==> config.mk <==
export PLATFORM = sky130hd
export DESIGN_NAME = excess3_bcd_decoder_flat
export DESIGN_NICKNAME = d
export VERILOG_FILES = /design/src/rtl/excess3_pkg.sv /design/src/rtl/excess3_bcd_decoder_if.sv /design/src/rtl/x3_digit_dec.sv /design/src/rtl/excess3_bcd_decoder.sv /design/src/flat_wrapper.sv
export SDC_FILE = /design/constraint.sdc
export NUM_CORES = 1
export LEC_CHECK = 0
export BUFFER_PORTS_ARGS = -buffer_cell sky130_fd_sc_hd__buf_2
export CORE_UTILIZATION = 53
export DETAILED_ROUTE_END_ITERATION = 16
export PLACE_DENSITY = 0.82
export SKIP_LAST_GASP = 1
export SYNTH_ARGS = -nofsm -noshare
export SYNTH_HDL_FRONTEND = slang
export SYNTH_SLANG_ARGS = --single-unit
==> constraint.sdc <==
create_clock -name clk -period 3.7 [get_ports clk]
set_input_delay 0.185 -clock clk [delete_from_list [all_inputs] [get_ports clk]]
set_output_delay 0.185 -clock clk [all_outputs]
set_load 0.05 [all_outputs]
==> src/rtl/excess3_pkg.sv <==
// Shared constants, state encoding and code-range helper for the Excess-3 to BCD decoder.
// Imported by the digit decoder, the interface and the top level.
package excess3_pkg;

    localparam int DIGIT_W = 4;

    localparam logic [DIGIT_W-1:0] X3_OFFSET = 4'd3;
    localparam logic [DIGIT_W-1:0] X3_MIN    = 4'b0011;
    localparam logic [DIGIT_W-1:0] X3_MAX    = 4'b1100;

    typedef enum logic [1:0] {
        IDLE    = 2'd0,
        COLLECT = 2'd1,
        HOLD    = 2'd2
    } state_t;

    function automatic logic x3_is_valid(input logic [DIGIT_W-1:0] code);
        return (code >= X3_MIN) && (code <= X3_MAX);
    endfunction

endpackage

==> src/rtl/excess3_bcd_decoder_if.sv <==
// Digit-in / word-out bus of the Excess-3 decoder.
// Both sides use valid/ready: a transfer happens on a rising clk edge where valid and ready are both 1;
// valid never waits for ready, and the payload stays stable while valid=1 and ready=0.
interface excess3_bcd_decoder_if #(
    parameter int NDIG = 4
);
    import excess3_pkg::*;

    logic                      in_valid;
    logic [DIGIT_W-1:0]        in_digit;
    logic                      in_last;
    logic                      in_ready;

    logic                      out_valid;
    logic                      out_ready;
    logic [DIGIT_W*NDIG-1:0]   out_bcd;
    logic                      out_err;
    logic [NDIG-1:0]           out_err_mask;
    logic [3:0]                out_count;

    modport slave (
        input  in_valid,
        input  in_digit,
        input  in_last,
        output in_ready,
        output out_valid,
        input  out_ready,
        output out_bcd,
        output out_err,
        output out_err_mask,
        output out_count
    );

    modport master (
        output in_valid,
        output in_digit,
        output in_last,
        input  in_ready,
        input  out_valid,
        output out_ready,
        input  out_bcd,
        input  out_err,
        input  out_err_mask,
        input  out_count
    );

endinterface

==> src/rtl/x3_digit_dec.sv <==
// Combinational single-digit Excess-3 to BCD decoder.
// Codes outside 0011..1100 decode to 0 and raise invalid.
module x3_digit_dec
    import excess3_pkg::*;
(
    input  logic [DIGIT_W-1:0] code,
    output logic [DIGIT_W-1:0] bcd,
    output logic               invalid
);

    always_comb begin
        invalid = !x3_is_valid(code);
        bcd     = '0;
        if (!invalid) begin
            bcd = code - X3_OFFSET;
        end
    end

endmodule

==> src/rtl/excess3_bcd_decoder.sv <==
// Assembles up to NDIG Excess-3 digits (MSD first) into a packed BCD word with a per-digit error mask.
// The word is held until the consumer takes it; no digit is accepted while a word is held.
module excess3_bcd_decoder
    import excess3_pkg::*;
#(
    parameter int NDIG = 4
) (
    input  logic                   clk,
    input  logic                   rst_n,
    excess3_bcd_decoder_if.slave   bus,
    output state_t                 state_dbg
);

    localparam int WORD_W = DIGIT_W * NDIG;

    state_t              state_q, state_d;
    logic [WORD_W-1:0]   word_q, word_d;
    logic [NDIG-1:0]     mask_q, mask_d;
    logic [3:0]          count_q, count_d;

    logic [DIGIT_W-1:0]  dig_bcd;
    logic                dig_inv;
    logic                accept;
    logic                word_done;

    x3_digit_dec u_dec (
        .code    (bus.in_digit),
        .bcd     (dig_bcd),
        .invalid (dig_inv)
    );

    assign accept    = bus.in_valid && (state_q != HOLD);
    // The word closes either on an explicit in_last or when this digit fills the last slot.
    assign word_done = bus.in_last || ((count_q + 4'd1) == 4'(NDIG));

    always_comb begin
        state_d = state_q;
        word_d  = word_q;
        mask_d  = mask_q;
        count_d = count_q;
        case (state_q)
            IDLE, COLLECT: begin
                if (accept) begin
                    word_d  = (word_q << DIGIT_W) | WORD_W'(dig_bcd);
                    mask_d  = (mask_q << 1) | NDIG'(dig_inv);
                    count_d = count_q + 4'd1;
                    state_d = word_done ? HOLD : COLLECT;
                end
            end
            HOLD: begin
                if (bus.out_ready) begin
                    state_d = IDLE;
                    word_d  = '0;
                    mask_d  = '0;
                    count_d = '0;
                end
            end
            default: begin
                state_d = IDLE;
                word_d  = '0;
                mask_d  = '0;
                count_d = '0;
            end
        endcase
    end

    always_ff @(posedge clk) begin
        if (!rst_n) begin
            state_q <= IDLE;
            word_q  <= '0;
            mask_q  <= '0;
            count_q <= '0;
        end else begin
            state_q <= state_d;
            word_q  <= word_d;
            mask_q  <= mask_d;
            count_q <= count_d;
        end
    end

    assign bus.in_ready     = (state_q != HOLD);
    assign bus.out_valid    = (state_q == HOLD);
    assign bus.out_bcd      = word_q;
    assign bus.out_err_mask = mask_q;
    assign bus.out_err      = |mask_q;
    assign bus.out_count    = count_q;
    assign state_dbg        = state_q;

endmodule

==> src/flat_wrapper.sv <==
// flat-port wrapper written by rule: the top's interface ports become plain ports
module excess3_bcd_decoder_flat import excess3_pkg::*;
#(
    parameter int NDIG = 4
)
  (clk, rst_n, state_dbg, bus_in_valid, bus_in_digit, bus_in_last, bus_in_ready, bus_out_valid, bus_out_ready, bus_out_bcd, bus_out_err, bus_out_err_mask, bus_out_count);
  excess3_bcd_decoder_if #(.NDIG(NDIG)) bus_i ();
  input  logic clk;
  input  logic rst_n;
  output state_t state_dbg;
  input wire logic [$bits(bus_i.in_valid)-1:0] bus_in_valid;
  input wire logic [$bits(bus_i.in_digit)-1:0] bus_in_digit;
  input wire logic [$bits(bus_i.in_last)-1:0] bus_in_last;
  output wire logic [$bits(bus_i.in_ready)-1:0] bus_in_ready;
  output wire logic [$bits(bus_i.out_valid)-1:0] bus_out_valid;
  input wire logic [$bits(bus_i.out_ready)-1:0] bus_out_ready;
  output wire logic [$bits(bus_i.out_bcd)-1:0] bus_out_bcd;
  output wire logic [$bits(bus_i.out_err)-1:0] bus_out_err;
  output wire logic [$bits(bus_i.out_err_mask)-1:0] bus_out_err_mask;
  output wire logic [$bits(bus_i.out_count)-1:0] bus_out_count;
  assign bus_i.in_valid = bus_in_valid;
  assign bus_i.in_digit = bus_in_digit;
  assign bus_i.in_last = bus_in_last;
  assign bus_in_ready = bus_i.in_ready;
  assign bus_out_valid = bus_i.out_valid;
  assign bus_i.out_ready = bus_out_ready;
  assign bus_out_bcd = bus_i.out_bcd;
  assign bus_out_err = bus_i.out_err;
  assign bus_out_err_mask = bus_i.out_err_mask;
  assign bus_out_count = bus_i.out_count;
  excess3_bcd_decoder #(.NDIG(NDIG)) u_core (.clk(clk), .rst_n(rst_n), .bus(bus_i), .state_dbg(state_dbg));
endmodule
== Word-level counts from Yosys, hierarchy flattened ==
Index checks and enable logic that the tools add are counted.

* Add/subtract/negate cells: 2
* Multiply operators: 0
* Divide/modulo/power cells: 0
* $lt $le $gt $ge: 2
* Equality and inequality tests: 6
* Shift operators: 0
* Mux-type cells: 13
* Bitwise gates (word level): 2
* Reduce and logical (&&, ||, !) cells: 8

{| class="wikitable"
|+ Operators by type and width
! cell !! number
|-
| $mux 16 || 2
|-
| $pmux 16 s2 || 1
|-
| $mux 4 || 4
|-
| $or 16x4->16 || 1
|-
| $pmux 4 s2 || 2
|-
| $mux 2 || 3
|-
| $add 4x1->4 const B || 1
|-
| $eq 4x3->1 const B || 1
|-
| $ge 4x2->1 const B || 1
|-
| $le 4x4->1 const B || 1
|-
| $ne 2x1->1 const B || 2
|-
| $or 4x1->4 || 1
|-
| $pmux 2 s2 || 1
|-
| $reduce_or 4->1 || 1
|-
| $sub 4x2->4 const B || 1
|-
| $eq 2x1->1 const B || 1
|-
| $eq 2x2->1 const B || 1
|-
| $logic_and 1x1->1 || 2
|-
| $logic_not 2->1 || 1
|-
| $ne 2x2->1 const B || 1
|-
| $reduce_and 2->1 || 1
|-
| $reduce_or 2->1 || 1
|-
| $logic_not 1->1 || 1
|-
| $logic_or 1x1->1 || 1
|}

* Register bits: 26
* Bits in latches: 0
* Bits in writable memories: 0
* Memory bits (read-only): 0
* Input bits: 9
* Word-level logic and storage cells: 37
* Memories: 0

== Logic depth before layout (Yosys ltp) ==
Gate-level depths: netlist of run 1.

* Depth after elaboration: 6
* Depth in mapped cells: 6

== Cells and area by module ==
A second synthesis of run 1 with hierarchy kept.

* Cell total of the unflattened synthesis: 151
* Area, all modules: 1293.7 sq um

{| class="wikitable"
|+ Modules (own cells, without submodules)
! module !! times used !! cells an instance !! area an instance (sq um) !! seq. area each (sq um)
|-
| excess3_bcd_decoder || 1 || 133 || 1188.6 || 520.5
|-
| x3_digit_dec || 1 || 18 || 105.1 || 0.0
|}

== Worst setup path before layout of run 1 ==
OpenSTA, ideal clock, no wires.

* Path kind: register -> output
* Start point: register u_core.state_q[1], in the netlist u_core.state_dbg[1]
* End point: output port bus_out_valid
* Arrival: 1.584 ns
* Setup slack: 1.931 ns
* Stages on the path, launching flop included: 3
* Path buffers: 0
* Cell sequence: dfxtp_1 > or2b_1 > inv_1

* Longest elaborated chain between the ends: 1

{| class="wikitable"
|+ RTL lines
! what !! line !! RTL
|-
| start, declared || excess3_bcd_decoder.sv:16 || <nowiki>state_t state_q, state_d;</nowiki>
|-
| start signal, assigned || excess3_bcd_decoder.sv:74 || <nowiki>state_q <= state_d;</nowiki>
|-
| $eq 2x2->1 || excess3_bcd_decoder.sv:82 || <nowiki>assign bus.out_valid = (state_q == HOLD);</nowiki>
|-
| end, declared || flat_wrapper.sv:15 || <nowiki>output wire logic [$bits(bus_i.out_valid)-1:0] bus_out_valid;</nowiki>
|}

No other way between the ends.

== Final worst setup path of run 1 ==
Ends and elaborated chain as after synthesis.

==> results of run 1 <==
==> metrics by stage <==
step	area [um^2]	util (%)
floorplan	1240	-
global placement	1410	63.8
detailed placement	1410	63.8
CTS	1460	66.2
global route	1460	66.2
finish	1460	66.2
==> per-layer routing <==
| layer | share of wire [%] | routed length, um |
|---|---|---|
| met1 | 46 | 1090 |
| met2 | 51 | 1190 |
| met3 | 2.8 | 66 |
| met4 | 0.51 | 12 |
| met5 | 0 | 0 |
==> area by class of cell <==
| class | instances | area, um^2 | share of cell area (%) |
|---|---|---|---|
| clock buffers | 3 | 22.5 | 1.54 |
| clock inverters | 1 | 30.0 | 2.05 |
| inverters | 3 | 11.3 | 0.769 |
| multi-input cells | 99 | 659 | 45.0 |
| flip-flops and latches | 26 | 520 | 35.6 |
| well taps | 28 | 35.0 | 2.39 |
| repair buffers | 37 | 185 | 12.6 |
==> worst paths after layout <==
| check | from | endpoint | slack [ns] | cells past startpoint |
|---|---|---|---|---|
| max | u_core.state_dbg[1] | bus_out_valid | 1.81 | 3 |
| min | bus_out_ready | u_core.bus.out_err_mask[0] | 0.17 | 4 |
| max reg2reg | u_core.state_dbg[1] | u_core.bus.out_count[3] | 1.86 | 4 |
| min reg2reg | u_core.bus.out_bcd[13] | u_core.bus.out_bcd[13] | 0.46 | 2 |
==> cells in the final DEF, fill, tap and decap left out, drive strengths merged, types with 5 or more instances in the layout <==
master	count
a21boi	21
buf	37
dfxtp	26
nand2	24
nand3	5
nand3b	16
nor2	5
==> worst max-delay path, stage by stage, from the launching register on <==
cell and delay, ns:
sky130_fd_sc_hd__dfxtp_1 0.79, sky130_fd_sc_hd__or2b_1 0.29, sky130_fd_sc_hd__inv_1 0.05, sky130_fd_sc_hd__buf_2 0.25
==> state kept, by name (all words and copies together), names as in the netlist <==
name / count
u_core.bus.out_err_mask: 4
u_core.bus.out_count: 4
u_core.state_dbg: 2
u_core.bus.out_bcd: 16
==> kinds of logic (layout without fill, tap and decap cells) <==
family	after synthesis	in the layout	share of synthesized area, %
AOI/OAI and AO/OA	27	27	17.2
muxes	2	2	1.62
adders and majority gates	3	3	3.03
xor gates and xnor gates	3	3	2.12
buffers and inverters	11	44	4.75
and+or+nand+nor	64	64	29.3
DFF	26	26	42.0
==> power groups by stage <==
stage | Clock (W) | Sequential [W] | Combinational (W)
floorplan | 0 | 0.000337 | 0.0000589
finish | 0.000194 | 0.000302 | 0.000111
CTS | 0.000196 | 0.000302 | 0.000112
global route | 0.000210 | 0.000304 | 0.000120
global placement | 0 | 0.000307 | 0.000109
detailed placement | 0 | 0.000308 | 0.000112
==> impl_metrics.xml, run 1 <==
<?xml version="1.0" encoding="UTF-8"?>
<metrics>
  <group name="finish">
    <metric name="antenna-diode-count" unit="">0</metric>
    <metric name="synthToLayoutAreaGrowth" unit="%">18.2</metric>
    <metric name="layout.cells.non_filler" unit="">197</metric>
    <metric name="layout-drive-gt1-share" unit="%">28.4</metric>
    <metric name="filler_cell_count" unit="">198</metric>
    <metric name="numnets_final" unit="">182</metric>
  </group>
  <group name="pwr">
    <metric name="irDropWorstVdd" unit="mV">0.260</metric>
    <metric name="power_report.internal_total" unit="W">0.000434</metric>
    <metric name="power-per-cell-area" unit="nW/um^2">415</metric>
    <metric name="p_clk_share" unit="%">32.0</metric>
    <metric name="seq_power_share" unit="%">49.7</metric>
    <metric name="power_after_layout" unit="W">0.000608</metric>
    <metric name="combinationalPowerShare" unit="%">18.3</metric>
    <metric name="p_switching" unit="W">0.000174</metric>
    <metric name="power.share.switching" unit="%">28.6</metric>
    <metric name="power.static_leakage" unit="nW">0.647</metric>
  </group>
  <group name="sta">
    <metric name="layout_min_cycle_time" unit="ns">1.89</metric>
    <metric name="fin_worst_skew" unit="ns">0.00505</metric>
    <metric name="setup_viol" unit="">0</metric>
    <metric name="tightestPinTransition" unit="ns">0.689</metric>
    <metric name="fmaxAchievable" unit="MHz">530</metric>
    <metric name="whs" unit="ns">0.174</metric>
    <metric name="finalMaxSlewViolations" unit="">0</metric>
    <metric name="hold_viol_final" unit="">0</metric>
    <metric name="rsz0062_at_grt" unit="">no</metric>
    <metric name="timing.slew.headroom" unit="%">54.0</metric>
    <metric name="final.setup.tns" unit="ns">0</metric>
    <metric name="final_clock_period_utilization_by_the_worst_path" unit="%">51.0</metric>
    <metric name="worst_slack" unit="ns">1.81</metric>
  </group>
  <group name="placement">
    <metric name="gpl.final_weighted_congestion" unit="">0.735</metric>
    <metric name="portBuffers" unit="">37</metric>
    <metric name="dpl.hpwl" unit="mm">1.64</metric>
    <metric name="dp_cells" unit="">193</metric>
    <metric name="dpl_worst_slack" unit="ns">1.95</metric>
  </group>
  <group name="setup_path">
    <metric name="worst_setup_path_start_kind" unit="">register</metric>
    <metric name="cp_max_fo" unit="">27</metric>
    <metric name="critical_path_class" unit="">register to primary output</metric>
    <metric name="worst_setup_path_end_kind" unit="">primary output</metric>
    <metric name="critical_path_arrival" unit="ns">1.70</metric>
    <metric name="cp_data_required_time" unit="ns">3.51</metric>
  </group>
  <group name="clock_network">
    <metric name="cts_setup_buffers" unit="">0</metric>
    <metric name="cts.reportedPaths.clkPinSlew" unit="ns">0.14</metric>
    <metric name="cts_resized" unit="">0</metric>
    <metric name="tritoncts" unit="">yes</metric>
    <metric name="clkLatencyLatePin" unit="ns">0.32</metric>
    <metric name="clock_tree.htree_level_count" unit="">1</metric>
    <metric name="cts-buffers-inserted" unit="">3</metric>
    <metric name="cts-root-to-sink-buffers" unit="">2</metric>
    <metric name="clock_sinks" unit="">26</metric>
    <metric name="holdBufCountCts" unit="">0</metric>
    <metric name="root_buffer" unit="">sky130_fd_sc_hd__clkbuf_4</metric>
  </group>
  <group name="detailed_routing">
    <metric name="detailroute.via_count" unit="">1061</metric>
    <metric name="ant_nets" unit="">0</metric>
    <metric name="firstDrtPassIters" unit="">6</metric>
    <metric name="detail_route.drc_violations" unit="">0</metric>
    <metric name="avgViaCountPerCell" unit="">5.39</metric>
    <metric name="totalWireLength" unit="mm">2.36</metric>
    <metric name="drt_iter0_markers" unit="">9</metric>
    <metric name="routedWlPerCell" unit="um">12.0</metric>
  </group>
  <group name="yosys">
    <metric name="syn-mean-instance-area" unit="um^2">9.11</metric>
    <metric name="top_cells_by_instance_count_after_synthesis" unit="">26 x sky130_fd_sc_hd__dfxtp_1, 24 x sky130_fd_sc_hd__nand2_1, 16 x sky130_fd_sc_hd__nand3b_1, 15 x sky130_fd_sc_hd__a21boi_1</metric>
    <metric name="yosysTopAreaCell" unit="">sky130_fd_sc_hd__dfxtp_1</metric>
    <metric name="post_synthesis_sequential_element_count" unit="">26</metric>
    <metric name="number_of_enable_flip_flop_cells_after_synthesis" unit="">0</metric>
    <metric name="synthCells" unit="">136</metric>
    <metric name="cell_area_after_synthesis" unit="um^2">1240</metric>
    <metric name="synthesis.yosys.warnings" unit="">0</metric>
    <metric name="ys_async_sr_fraction" unit="%">0</metric>
    <metric name="ys_dominant_reg_cell" unit="">sky130_fd_sc_hd__dfxtp_1</metric>
    <metric name="post-synth-top-count-cell" unit="">sky130_fd_sc_hd__dfxtp_1</metric>
    <metric name="post_synth_main_area_contributors" unit="">sky130_fd_sc_hd__dfxtp_1 42%, sky130_fd_sc_hd__nand3b_1 9.7%, sky130_fd_sc_hd__a21boi_1 9.1%, sky130_fd_sc_hd__nand2_1 7.3%, sky130_fd_sc_hd__a21boi_2 3.6%</metric>
    <metric name="syn_nets" unit="">148</metric>
    <metric name="synth_sequential_area_ratio" unit="%">42.0</metric>
    <metric name="synth_cell_types" unit="">32</metric>
    <metric name="post-synth-top-area-fraction" unit="%">42.0</metric>
  </group>
  <group name="global_routing">
    <metric name="grt_pass1_wl" unit="mm">4.14</metric>
    <metric name="gr-usage-all-layers" unit="%">20.8</metric>
    <metric name="antenna_found_initial" unit="">0</metric>
    <metric name="met2_grt_util" unit="%">37.3</metric>
    <metric name="highest_utilization_routing_layer_at_the_global_route_stage" unit="">met2</metric>
    <metric name="gr-usage-met3" unit="%">2.12</metric>
    <metric name="globalRouteOverflowTotal" unit="">0</metric>
    <metric name="grt_start_max_net_pins" unit="">28</metric>
    <metric name="grt_pass1_vias" unit="">969</metric>
    <metric name="gr-usage-met1" unit="%">25.2</metric>
  </group>
  <group name="floorplanning">
    <metric name="fp.dieH" unit="um">50.3</metric>
    <metric name="num_rows" unit="">17</metric>
    <metric name="initial_core_util" unit="%">56.0</metric>
    <metric name="die_w" unit="um">50.3</metric>
    <metric name="io-pin-count" unit="">38</metric>
    <metric name="die_area" unit="um^2">2530</metric>
    <metric name="placeableCoreArea" unit="um^2">2210</metric>
  </group>
  <group name="outcome">
    <metric name="run_status" unit="">completed</metric>
  </group>
  <group name="hold_path">
    <metric name="holdCritPathClass" unit="">input port to register</metric>
  </group>
  <group name="job">
    <metric name="maxCapViolations" unit="">0</metric>
  </group>
</metrics>
No activity file was read; power rests on OpenSTA's default activity.
==> run 2: changes to the inputs <==
--- a/config.mk
+++ b/config.mk
@@ -6,9 +6,9 @@
 export NUM_CORES = 1
 export LEC_CHECK = 0
 export BUFFER_PORTS_ARGS = -buffer_cell sky130_fd_sc_hd__buf_2
-export CORE_UTILIZATION = 53
+export CORE_UTILIZATION = 50
 export DETAILED_ROUTE_END_ITERATION = 16
-export PLACE_DENSITY = 0.82
+export PLACE_DENSITY = 0.78
 export SKIP_LAST_GASP = 1
 export SYNTH_ARGS = -nofsm -noshare
 export SYNTH_HDL_FRONTEND = slang
==> constraint.sdc (replaced) <==
create_clock -name clk -period 1.8 [get_ports clk]
set_input_delay 0.09 -clock clk [delete_from_list [all_inputs] [get_ports clk]]
set_output_delay 0.09 -clock clk [all_outputs]
set_load 0.05 [all_outputs]
==> run 2 against run 1 <==
Net effect:
- clock power increased by 50%
- cell area decreased by 0.51%
- wire length increased by 3.9%
- sequential cell count unchanged
- largest cell class unchanged
- largest power group unchanged
==> impl_metrics.xml, run 2 (synthesized netlist as in run 1, its figures left out) <==
<?xml version="1.0" encoding="UTF-8"?>
<metrics>
  <group name="finish">
    <metric name="layout.cells.most_common_list" unit="">37 x sky130_fd_sc_hd__buf_2, 25 x sky130_fd_sc_hd__dfxtp_1, 24 x sky130_fd_sc_hd__nand2_1, 16 x sky130_fd_sc_hd__nand3b_1, 15 x sky130_fd_sc_hd__a21boi_1</metric>
    <metric name="synthToLayoutAreaGrowth" unit="%">17.6</metric>
    <metric name="numnets_final" unit="">183</metric>
    <metric name="layout-drive-gt1-share" unit="%">29.4</metric>
    <metric name="layout.area.seq" unit="um^2">522</metric>
    <metric name="multiInputGateArea" unit="um^2">659</metric>
    <metric name="filler_cell_count" unit="">204</metric>
    <metric name="antenna-diode-count" unit="">0</metric>
    <metric name="layout.cells.most_common" unit="">sky130_fd_sc_hd__buf_2</metric>
    <metric name="largest_reg_flops" unit="">16</metric>
  </group>
  <group name="detailed_routing">
    <metric name="drt_iter0_markers" unit="">15</metric>
    <metric name="firstDrtPassIters" unit="">4</metric>
    <metric name="avgViaCountPerCell" unit="">5.29</metric>
    <metric name="detail_route.drc_violations" unit="">0</metric>
    <metric name="detailroute.via_count" unit="">1048</metric>
    <metric name="totalWireLength" unit="mm">2.45</metric>
    <metric name="ant_nets" unit="">0</metric>
    <metric name="routedWlPerCell" unit="um">12.4</metric>
  </group>
  <group name="sta">
    <metric name="hold_viol_final" unit="">0</metric>
    <metric name="fmaxAchievable" unit="MHz">617</metric>
    <metric name="tightestPinTransition" unit="ns">0.423</metric>
    <metric name="setup_viol" unit="">0</metric>
    <metric name="final.setup.tns" unit="ns">0</metric>
    <metric name="finalMaxSlewViolations" unit="">0</metric>
    <metric name="rsz0062_at_grt" unit="">no</metric>
    <metric name="whs" unit="ns">0.0890</metric>
    <metric name="timing.slew.headroom" unit="%">71.6</metric>
    <metric name="layout_min_cycle_time" unit="ns">1.62</metric>
    <metric name="fin_worst_skew" unit="ns">0.00393</metric>
    <metric name="final_clock_period_utilization_by_the_worst_path" unit="%">90.1</metric>
  </group>
  <group name="setup_path">
    <metric name="worst_setup_path_end_kind" unit="">primary output</metric>
    <metric name="slowest_stage" unit="">sky130_fd_sc_hd__dfxtp_2</metric>
    <metric name="critical_path.reg2reg.startpoint" unit="">u_core.state_dbg[1]</metric>
    <metric name="crit_family" unit="">buffers and inverters</metric>
    <metric name="path_cells" unit="">buf_4, or2b_1, inv_1, buf_2</metric>
    <metric name="critical_path_arrival" unit="ns">1.53</metric>
    <metric name="timing.critical_path.buf_inv" unit="">3</metric>
    <metric name="largest_stage_delay_on_the_critical_path" unit="ns">0.46</metric>
    <metric name="cp_data_required_time" unit="ns">1.71</metric>
    <metric name="cp_max_fo" unit="">14</metric>
    <metric name="critical_path_class" unit="">register to primary output</metric>
    <metric name="worstSetupStartpoint" unit="">u_core.state_dbg[1]</metric>
    <metric name="worst_setup_path_start_kind" unit="">register</metric>
  </group>
  <group name="global_routing">
    <metric name="globalRouteOverflowTotal" unit="">0</metric>
    <metric name="highest_utilization_routing_layer_at_the_global_route_stage" unit="">met2</metric>
    <metric name="gr-usage-all-layers" unit="%">20.3</metric>
    <metric name="met2_grt_util" unit="%">36.8</metric>
    <metric name="gr-usage-met1" unit="%">24.5</metric>
    <metric name="antenna_found_initial" unit="">0</metric>
    <metric name="gr-usage-met3" unit="%">2.63</metric>
    <metric name="grt_pass1_wl" unit="mm">4.08</metric>
    <metric name="grt_start_max_net_pins" unit="">28</metric>
    <metric name="grt_pass1_vias" unit="">930</metric>
  </group>
  <group name="hold_path">
    <metric name="hold_start" unit="">bus_out_ready</metric>
    <metric name="holdCritPathClass" unit="">input port to register</metric>
  </group>
  <group name="placement">
    <metric name="portBuffers" unit="">37</metric>
    <metric name="gpl.final_weighted_congestion" unit="">0.746</metric>
    <metric name="dpl.hpwl" unit="mm">1.78</metric>
  </group>
  <group name="clock_network">
    <metric name="clock_tree.htree_level_count" unit="">1</metric>
    <metric name="clkLatencyLatePin" unit="ns">0.31</metric>
    <metric name="tritoncts" unit="">yes</metric>
    <metric name="cts_resized" unit="">0</metric>
    <metric name="cts_setup_buffers" unit="">0</metric>
    <metric name="root_buffer" unit="">sky130_fd_sc_hd__clkbuf_4</metric>
    <metric name="cts-root-to-sink-buffers" unit="">2</metric>
    <metric name="cts.reportedPaths.clkPinSlew" unit="ns">0.13</metric>
    <metric name="clock_sinks" unit="">26</metric>
    <metric name="cts-buffers-inserted" unit="">3</metric>
    <metric name="holdBufCountCts" unit="">0</metric>
  </group>
  <group name="pwr">
    <metric name="power.static_leakage" unit="nW">0.645</metric>
    <metric name="irDropWorstVdd" unit="mV">0.447</metric>
    <metric name="power-per-cell-area" unit="nW/um^2">785</metric>
  </group>
  <group name="floorplanning">
    <metric name="io-pin-count" unit="">38</metric>
    <metric name="num_rows" unit="">17</metric>
    <metric name="placeableCoreArea" unit="um^2">2280</metric>
    <metric name="die_area" unit="um^2">2680</metric>
    <metric name="fp.dieH" unit="um">51.8</metric>
    <metric name="initial_core_util" unit="%">54.4</metric>
    <metric name="die_w" unit="um">51.8</metric>
  </group>
  <group name="job">
    <metric name="maxCapViolations" unit="">0</metric>
  </group>
  <group name="outcome">
    <metric name="run_status" unit="">completed</metric>
  </group>
</metrics>
-- run 2: cell types whose count changed in the layout (fill, tap and decap cells not counted), sizes merged --
cell | before | now
clkbuf | 3 | 4
buf | 37 | 38
bufinv | 1 | 0
-- run 2: worst paths after layout --
path,endpoint,cells after the start,slack [ns]
max reg2reg,u_core.bus.out_bcd[0],4,0.42
max,bus_out_valid,4,0.18
min,u_core.bus.out_err_mask[0],4,0.09
min reg2reg,u_core.bus.out_bcd[13],2,0.46
-- run 2: worst min-delay path, delay by kind of cell --
kind | cells | cell delay [ns]
buf+inv | 1 | 0.10
compound gates | 1 | 0.07
simple gates | 2 | 0.11
-- run 2: through the flow --
step	cells	util [%]	total power [W]	setup slack (ns)	cell area, um^2
floorplan	136	-	0.000815	0.126	1240
CTS	198	63.9	0.00116	0.0359	1460
detailed placement	194	62.3	0.000867	0.340	1420
global placement	194	62.3	0.000859	0.384	1420
finish	198	64.0	0.00114	0.178	1460
global route	198	64.0	0.00120	0.0807	1460
-- run 2: cell type report --
class	instances	share of cell area [%]
clock buffer	4	2.49
inverter	3	0.773
multi-input combinational	99	45.3
sequential	26	35.8
tap	28	2.41
timing repair buffer	38	13.2
-- run 2: metal layers --
| metal | vias up | wire length (um) |
|---|---|---|
| li1 | 532 | - |
| met1 | 483 | 1110 |
| met2 | 31 | 1220 |
| met3 | 2 | 102 |
| met4 | 0 | 16 |
| met5 | - | 0 |
-- run 2: report_power, final --
group          internal [W]  total, W  switching, W
combinational     0.0000728  0.000236      0.000163
clock              0.000123  0.000291      0.000167
sequential         0.000596  0.000617     0.0000214
total              0.000792   0.00114      0.000352
